==> src/rtl/clk_fwd_diff_out_multi_pkg.sv <==
// Shared definitions for the forwarded-clock generator:
// channel FSM states, lock debounce default, half-period slice.
`ifndef CLK_FWD_HP_SLICE
`define CLK_FWD_HP_SLICE(i, w) (i)*(w) +: (w)
`endif

package clk_fwd_diff_out_multi_pkg;

   typedef enum logic [1:0] {
      IDLE = 2'd0,
      RUN  = 2'd1,
      STOP = 2'd2
   } ch_state_t;

   localparam int LOCK_WAIT_DEF = 64;

endpackage

==> src/rtl/OBUFDS.sv <==
// Behavioural stand-in for the vendor differential output buffer.
// Ports: I single-ended in, O true output, OB complement output.
module OBUFDS (
   input  logic I,
   output logic O,
   output logic OB
);

   assign O  = I;
   assign OB = ~I;

endmodule

==> src/rtl/clk_div_channel.sv <==
// One forwarded-clock channel: divider FSM, counter, half-period regs.
// Ports: clk, rst (async high), run, half_period, clk_o, active.
module clk_div_channel
   import clk_fwd_diff_out_multi_pkg::*;
#(
   parameter int DIV_W = 8
) (
   input  logic             clk,
   input  logic             rst,
   input  logic             run,
   input  logic [DIV_W-1:0] half_period,
   output logic             clk_o,
   output logic             active
);

   ch_state_t        state, state_d;
   logic [DIV_W-1:0] cnt, cnt_d;
   logic [DIV_W-1:0] hp, hp_d;
   logic [DIV_W-1:0] hp_nxt, hp_nxt_d;
   logic             clk_d, active_d;
   logic [DIV_W-1:0] hp_in;
   logic             term;

   // A zero half-period would never reach its terminal count.
   assign hp_in = (half_period == '0) ? DIV_W'(1) : half_period;
   assign term  = (cnt == hp - DIV_W'(1));

   always_ff @(posedge clk or posedge rst) begin
      if (rst) begin
         state  <= IDLE;
         cnt    <= '0;
         hp     <= DIV_W'(1);
         hp_nxt <= DIV_W'(1);
         clk_o  <= 1'b0;
         active <= 1'b0;
      end else begin
         state  <= state_d;
         cnt    <= cnt_d;
         hp     <= hp_d;
         hp_nxt <= hp_nxt_d;
         clk_o  <= clk_d;
         active <= active_d;
      end
   end

   // The ratio is sampled at each falling edge into hp_nxt and
   // applied at the next rising edge, so every period stays 50%.
   always_comb begin
      state_d  = state;
      cnt_d    = cnt;
      hp_d     = hp;
      hp_nxt_d = hp_nxt;
      clk_d    = clk_o;
      active_d = active;
      unique case (state)
         IDLE: begin
            cnt_d = '0;
            clk_d = 1'b0;
            if (run) begin
               state_d  = RUN;
               hp_d     = hp_in;
               hp_nxt_d = hp_in;
               active_d = 1'b1;
            end
         end
         RUN: begin
            if (!run && !clk_o) begin
               state_d  = IDLE;
               cnt_d    = '0;
               active_d = 1'b0;
            end else if (term) begin
               cnt_d = '0;
               clk_d = ~clk_o;
               if (clk_o) begin
                  hp_nxt_d = hp_in;
               end else begin
                  hp_d = hp_nxt;
               end
               // Only reachable with clk_o high: this is the fall.
               if (!run) begin
                  state_d  = IDLE;
                  active_d = 1'b0;
               end
            end else begin
               cnt_d = cnt + DIV_W'(1);
               if (!run) begin
                  state_d = STOP;
               end
            end
         end
         STOP: begin
            if (term) begin
               cnt_d    = '0;
               clk_d    = 1'b0;
               state_d  = IDLE;
               active_d = 1'b0;
            end else begin
               cnt_d = cnt + DIV_W'(1);
            end
         end
         default: begin
            state_d  = IDLE;
            cnt_d    = '0;
            clk_d    = 1'b0;
            active_d = 1'b0;
         end
      endcase
   end

endmodule

==> src/rtl/clk_fwd_diff_out_multi.sv <==
// Multi-channel forwarded clock generator with lock debounce.
// Ports: clk, rst, locked, ch_en, half_period, ready, ch_active,
// clk_out_p, clk_out_n (differential pads per channel).
module clk_fwd_diff_out_multi
   import clk_fwd_diff_out_multi_pkg::*;
#(
   parameter int              N_CH      = 4,
   parameter int              DIV_W     = 8,
   parameter int              LOCK_WAIT = LOCK_WAIT_DEF,
   parameter logic [N_CH-1:0] POL_INV   = '0
) (
   input  logic                  clk,
   input  logic                  rst,
   input  logic                  locked,
   input  logic [N_CH-1:0]       ch_en,
   input  logic [N_CH*DIV_W-1:0] half_period,
   output logic                  ready,
   output logic [N_CH-1:0]       ch_active,
   output logic [N_CH-1:0]       clk_out_p,
   output logic [N_CH-1:0]       clk_out_n
);

   localparam int LK_W =
      (LOCK_WAIT < 1) ? 1 : $clog2(LOCK_WAIT + 1);
   localparam logic [LK_W-1:0] LK_END = LK_W'(LOCK_WAIT);

   logic            lock_m, lock_s;
   logic [LK_W-1:0] lk_cnt;
   logic [N_CH-1:0] run;
   logic [N_CH-1:0] ch_clk;
   logic [N_CH-1:0] pad;

   always_ff @(posedge clk or posedge rst) begin
      if (rst) begin
         lock_m <= 1'b0;
         lock_s <= 1'b0;
      end else begin
         lock_m <= locked;
         lock_s <= lock_m;
      end
   end

   always_ff @(posedge clk or posedge rst) begin
      if (rst) begin
         lk_cnt <= '0;
         ready  <= 1'b0;
      end else begin
         if (!lock_s) begin
            lk_cnt <= '0;
         end else if (lk_cnt != LK_END) begin
            lk_cnt <= lk_cnt + LK_W'(1);
         end
         ready <= lock_s && (lk_cnt == LK_END);
      end
   end

   assign run = {N_CH{ready}} & ch_en;

   for (genvar g = 0; g < N_CH; g++) begin : g_ch
      clk_div_channel #(
         .DIV_W (DIV_W)
      ) u_ch (
         .clk         (clk),
         .rst         (rst),
         .run         (run[g]),
         .half_period (half_period[`CLK_FWD_HP_SLICE(g, DIV_W)]),
         .clk_o       (ch_clk[g]),
         .active      (ch_active[g])
      );

      // Constant XOR only: the pad stays a direct flop copy.
      assign pad[g] = ch_clk[g] ^ POL_INV[g];

      OBUFDS u_obuf (
         .I  (pad[g]),
         .O  (clk_out_p[g]),
         .OB (clk_out_n[g])
      );
   end

endmodule

==> config.mk <==
export PLATFORM = sky130hd
export DESIGN_NAME = clk_fwd_diff_out_multi
export DESIGN_NICKNAME = d
export VERILOG_FILES = /design/src/rtl/clk_fwd_diff_out_multi_pkg.sv /design/src/rtl/OBUFDS.sv /design/src/rtl/clk_div_channel.sv /design/src/rtl/clk_fwd_diff_out_multi.sv
export SDC_FILE = /design/constraint.sdc
export NUM_CORES = 1
export LEC_CHECK = 0
export ABC_AREA = 1
export CAP_MARGIN = 20
export CORE_MARGIN = 2
export CORE_UTILIZATION = 60
export CTS_CLUSTER_SIZE = 10
export DETAILED_ROUTE_END_ITERATION = 10
export PLACE_DENSITY_LB_ADDON = 0.05
export SETUP_SLACK_MARGIN = 0.02
export SLEW_MARGIN = 20
export SYNTH_ARGS = -nofsm -noshare
export SYNTH_HDL_FRONTEND = slang
export SYNTH_HIERARCHICAL = 1
export SYNTH_SLANG_ARGS = --single-unit
==> constraint.sdc <==
create_clock -name clk -period 2.9 [get_ports clk]
set_clock_uncertainty 0.15 [all_clocks]
set_input_delay 0.87 -clock clk [delete_from_list [all_inputs] [get_ports clk]]
set_output_delay 0.87 -clock clk [all_outputs]
set_load 0.02 [all_outputs]
==> results_dict.tcl <==
set metrics [dict create \
    grt_pass1_wl_um 26800 \
    cts_htree_levels 4 \
    overflow 0 \
    r2r_cells 15 \
    crit-reg2reg-capture "g_ch[0].u_ch/hp_nxt[2]" \
    ys_warn_count 6 \
    tightest_slew_ps 644 \
    post_cts_resized 0 \
    clk_pin_slew_ps 50 \
    period_share 0.886 \
    io_buffer_count 51 \
    grt_usage 0.246 \
    path_cells "inv_1, clkdlybuf4s50_1" \
    reg2reg_slack_ps 460 \
    outcome "finished clean" \
    final_common_cell "nand2_1" \
    worstPathRequired_ps 1880 \
    via_per_inst 4.97 \
    avgSynthCellArea_um2 7.17 \
    core_area_um2 12100 \
    drv_slew 0 \
    synthTopCellsByArea "dfrtp_1 38%, nand2_1 18%, nand3_1 7.8%, inv_1 6.6%, nor2_1 4.9%" \
    numCtsBuffers 17 \
    clk_path_buf_depth 2 \
    fp.dieW_um 116 \
    critPathKind "reg2out" \
    ir_drop_uv 385 \
    post_dp_cell_area_um2 8200 \
    yosysTopAreaCell "dfrtp_1" \
    ant_nets 0 \
    fin_ws_ps 329 \
    die-area_um2 13400 \
    instances_no_fill 1295 \
    crit_fanout 7 \
    hold_viol_final 0 \
    cp-start-kind "register" \
    stdcell_area_um2 8800 \
    r2r-start "g_ch[0].u_ch/hp[0]" \
    crit_slowest_cell "clkdlybuf4s50_1" \
    cts_post_setup_buffers_inserted 0 \
    yosysTopAreaCellShare 0.381 \
    start_util 0.618 \
    power_per_cell_area_nw_per_um2 454 \
    vias 6431 \
    antenna_found_initial 0 \
    cpPeakStageDelay_ps 600 \
    die_h_um 116 \
    maxCapViolations 0 \
    drive_above_1_share 0.102 \
    detail_route.first_pass.iterations 6 \
    ctsRootBufferMaster "clkbuf_16" \
    max_slew_margin 0.570 \
    leakage_uw 0.00457 \
    end_kind "output pin" \
    drc 0 \
    place_congestion 0.875 \
    post-place-ws_ps 420 \
    rsz0062_at_grt "false" \
    fmax_mhz 389 \
    syn_to_final_growth_pct 17.5 \
    clock-sinks 122 \
    hp-class "reg2reg" \
    ys_seq_area_frac 0.409 \
    synth_cells 1045 \
    wl_per_cell_um 11.6 \
    diodes 0 \
    io_pins 52 \
    worstPathArrival_ps 1550 \
    grt_start_max_net_pins 29 \
    synthesis.nets 1106 \
    cts_tree "done" \
    dp_hpwl_um 10900 \
    min_to "lock_s" \
    synth_seq_cells 122 \
    row_count 40 \
    setup_tns_ps 0 \
    totalWireLength_um 15000 \
    final_util 0.727 \
    fin_crit_ps 2570 \
    ctsHoldBuffers 0 \
    grt_pass1_vias 6155 \
    dp.cells 1263 \
    insertion_delay_ps 410 \
    drt-initial-drc-count 422 \
    hold_start "lock_m" \
    nets 1175 \
    finalSetupViolCount 0 \
    yosysUniqueCellTypes 35 \
    hold_depth 0 \
    synthesis.area_um2 7490 \
    layout_common_cells "369 x nand2_1, 132 x inv_1, 116 x nand3_1, 114 x dfrtp_1, 97 x nor2_1" \
]
[cells by family after synthesis]
group | after synthesis | share of synthesized area
and+or+nand+nor | 645 | 0.373
buffers and inverters | 164 | 0.0930
DFF | 122 | 0.409
AOI/OAI and AO/OA | 55 | 0.0439
xor gates and xnor gates | 33 | 0.0386
adders and majority gates | 22 | 0.0368
muxes | 4 | 0.00601
[area by class of cell]
| class | instances | area [um^2] |
|---|---|---|
| multi-input cells | 759 | 3730 |
| fillers | 1055 | 3310 |
| flip-flops and latches | 122 | 3060 |
| repair buffers | 70 | 653 |
| inverters | 144 | 541 |
| clock buffers | 24 | 492 |
| well taps | 168 | 210 |
| clock inverters | 8 | 115 |
[worst max path at each step]
stage,startpoint,endpoint,cells after the start,slack [ps]
final,g_ch[3].u_ch/clk_o,clk_out_n[3],2,330
after global routing,g_ch[0].u_ch/hp[0],g_ch[0].u_ch/hp_nxt[3],15,220
after CTS,g_ch[3].u_ch/clk_o,clk_out_n[3],2,300
after detailed placement,ch_en[1],g_ch[1].u_ch/hp_nxt[6],11,420
after global placement,ch_en[3],g_ch[3].u_ch/hp_nxt[2],11,440
after floorplan,ch_en[1],g_ch[1].u_ch/hp_nxt[1],9,820
[sequential cells by signal, indices dropped and copies added (netlist names)]
register and count:
g_ch.u_ch/clk_o 4, g_ch.u_ch/active 4, g_ch.u_ch/cnt 32, g_ch.u_ch/state 8, lk_cnt 7, g_ch.u_ch/hp 32
lock_m 1, lock_s 1, ready 1, g_ch.u_ch/hp_nxt 32
[critical path: cells and delay by family, from the launching register on]
kind                   cells  cell delay [ps]
buffers and inverters      2              680
flip-flops                 1              460
[stage by stage]
step / total power [uW] / hold WS (ps)
global placement: 1880 / 184
floorplan: 1800 / 181
detailed placement: 1890 / 187
finish: 4000 / 198
CTS: 4040 / 200
global route: 4130 / 218
[Yosys cell counts]
cell / instances
buf_2: 3
dfstp_2: 8
o21ai_0: 33
nor3_1: 10
a31oi_1: 1
ha_1: 22
buf_6: 4
xnor2_1: 15
nor2_1: 97
nor3b_2: 3
nand3b_1: 4
nand3_2: 4
a21oi_2: 2
clkbuf_1: 4
nor2_2: 11
xor2_1: 18
nor2_4: 1
nand2_2: 12
o21ai_1: 4
nand3_4: 1
nand2_1: 369
inv_1: 132
dfrtp_1: 114
or2_1: 3
a21oi_1: 5
nand3_1: 116
clkbuf_8: 1
buf_4: 7
mux2_2: 4
nand4_1: 9
a211oi_2: 4
inv_2: 12
o21bai_1: 6
buf_8: 1
nand2_4: 5
[per-layer routing]
layer | track usage | vias to the layer above | part of all wire
met5 | 0 | - | 0
met4 | 0.0778 | 0 | 0.012
met3 | 0.0450 | 18 | 0.031
met2 | 0.415 | 99 | 0.47
met1 | 0.325 | 2920 | 0.48
li1 | - | 3394 | -
[power breakdown]
part / switching [uW] / internal [uW] / leakage, uW
Sequential: 5.07 / 1710 / 0.00167
Clock: 709 / 1430 / 0.000304
Combinational: 73.3 / 66.3 / 0.00260
Total: 787 / 3210 / 0.00457
(Power assumes the default switching activity.)
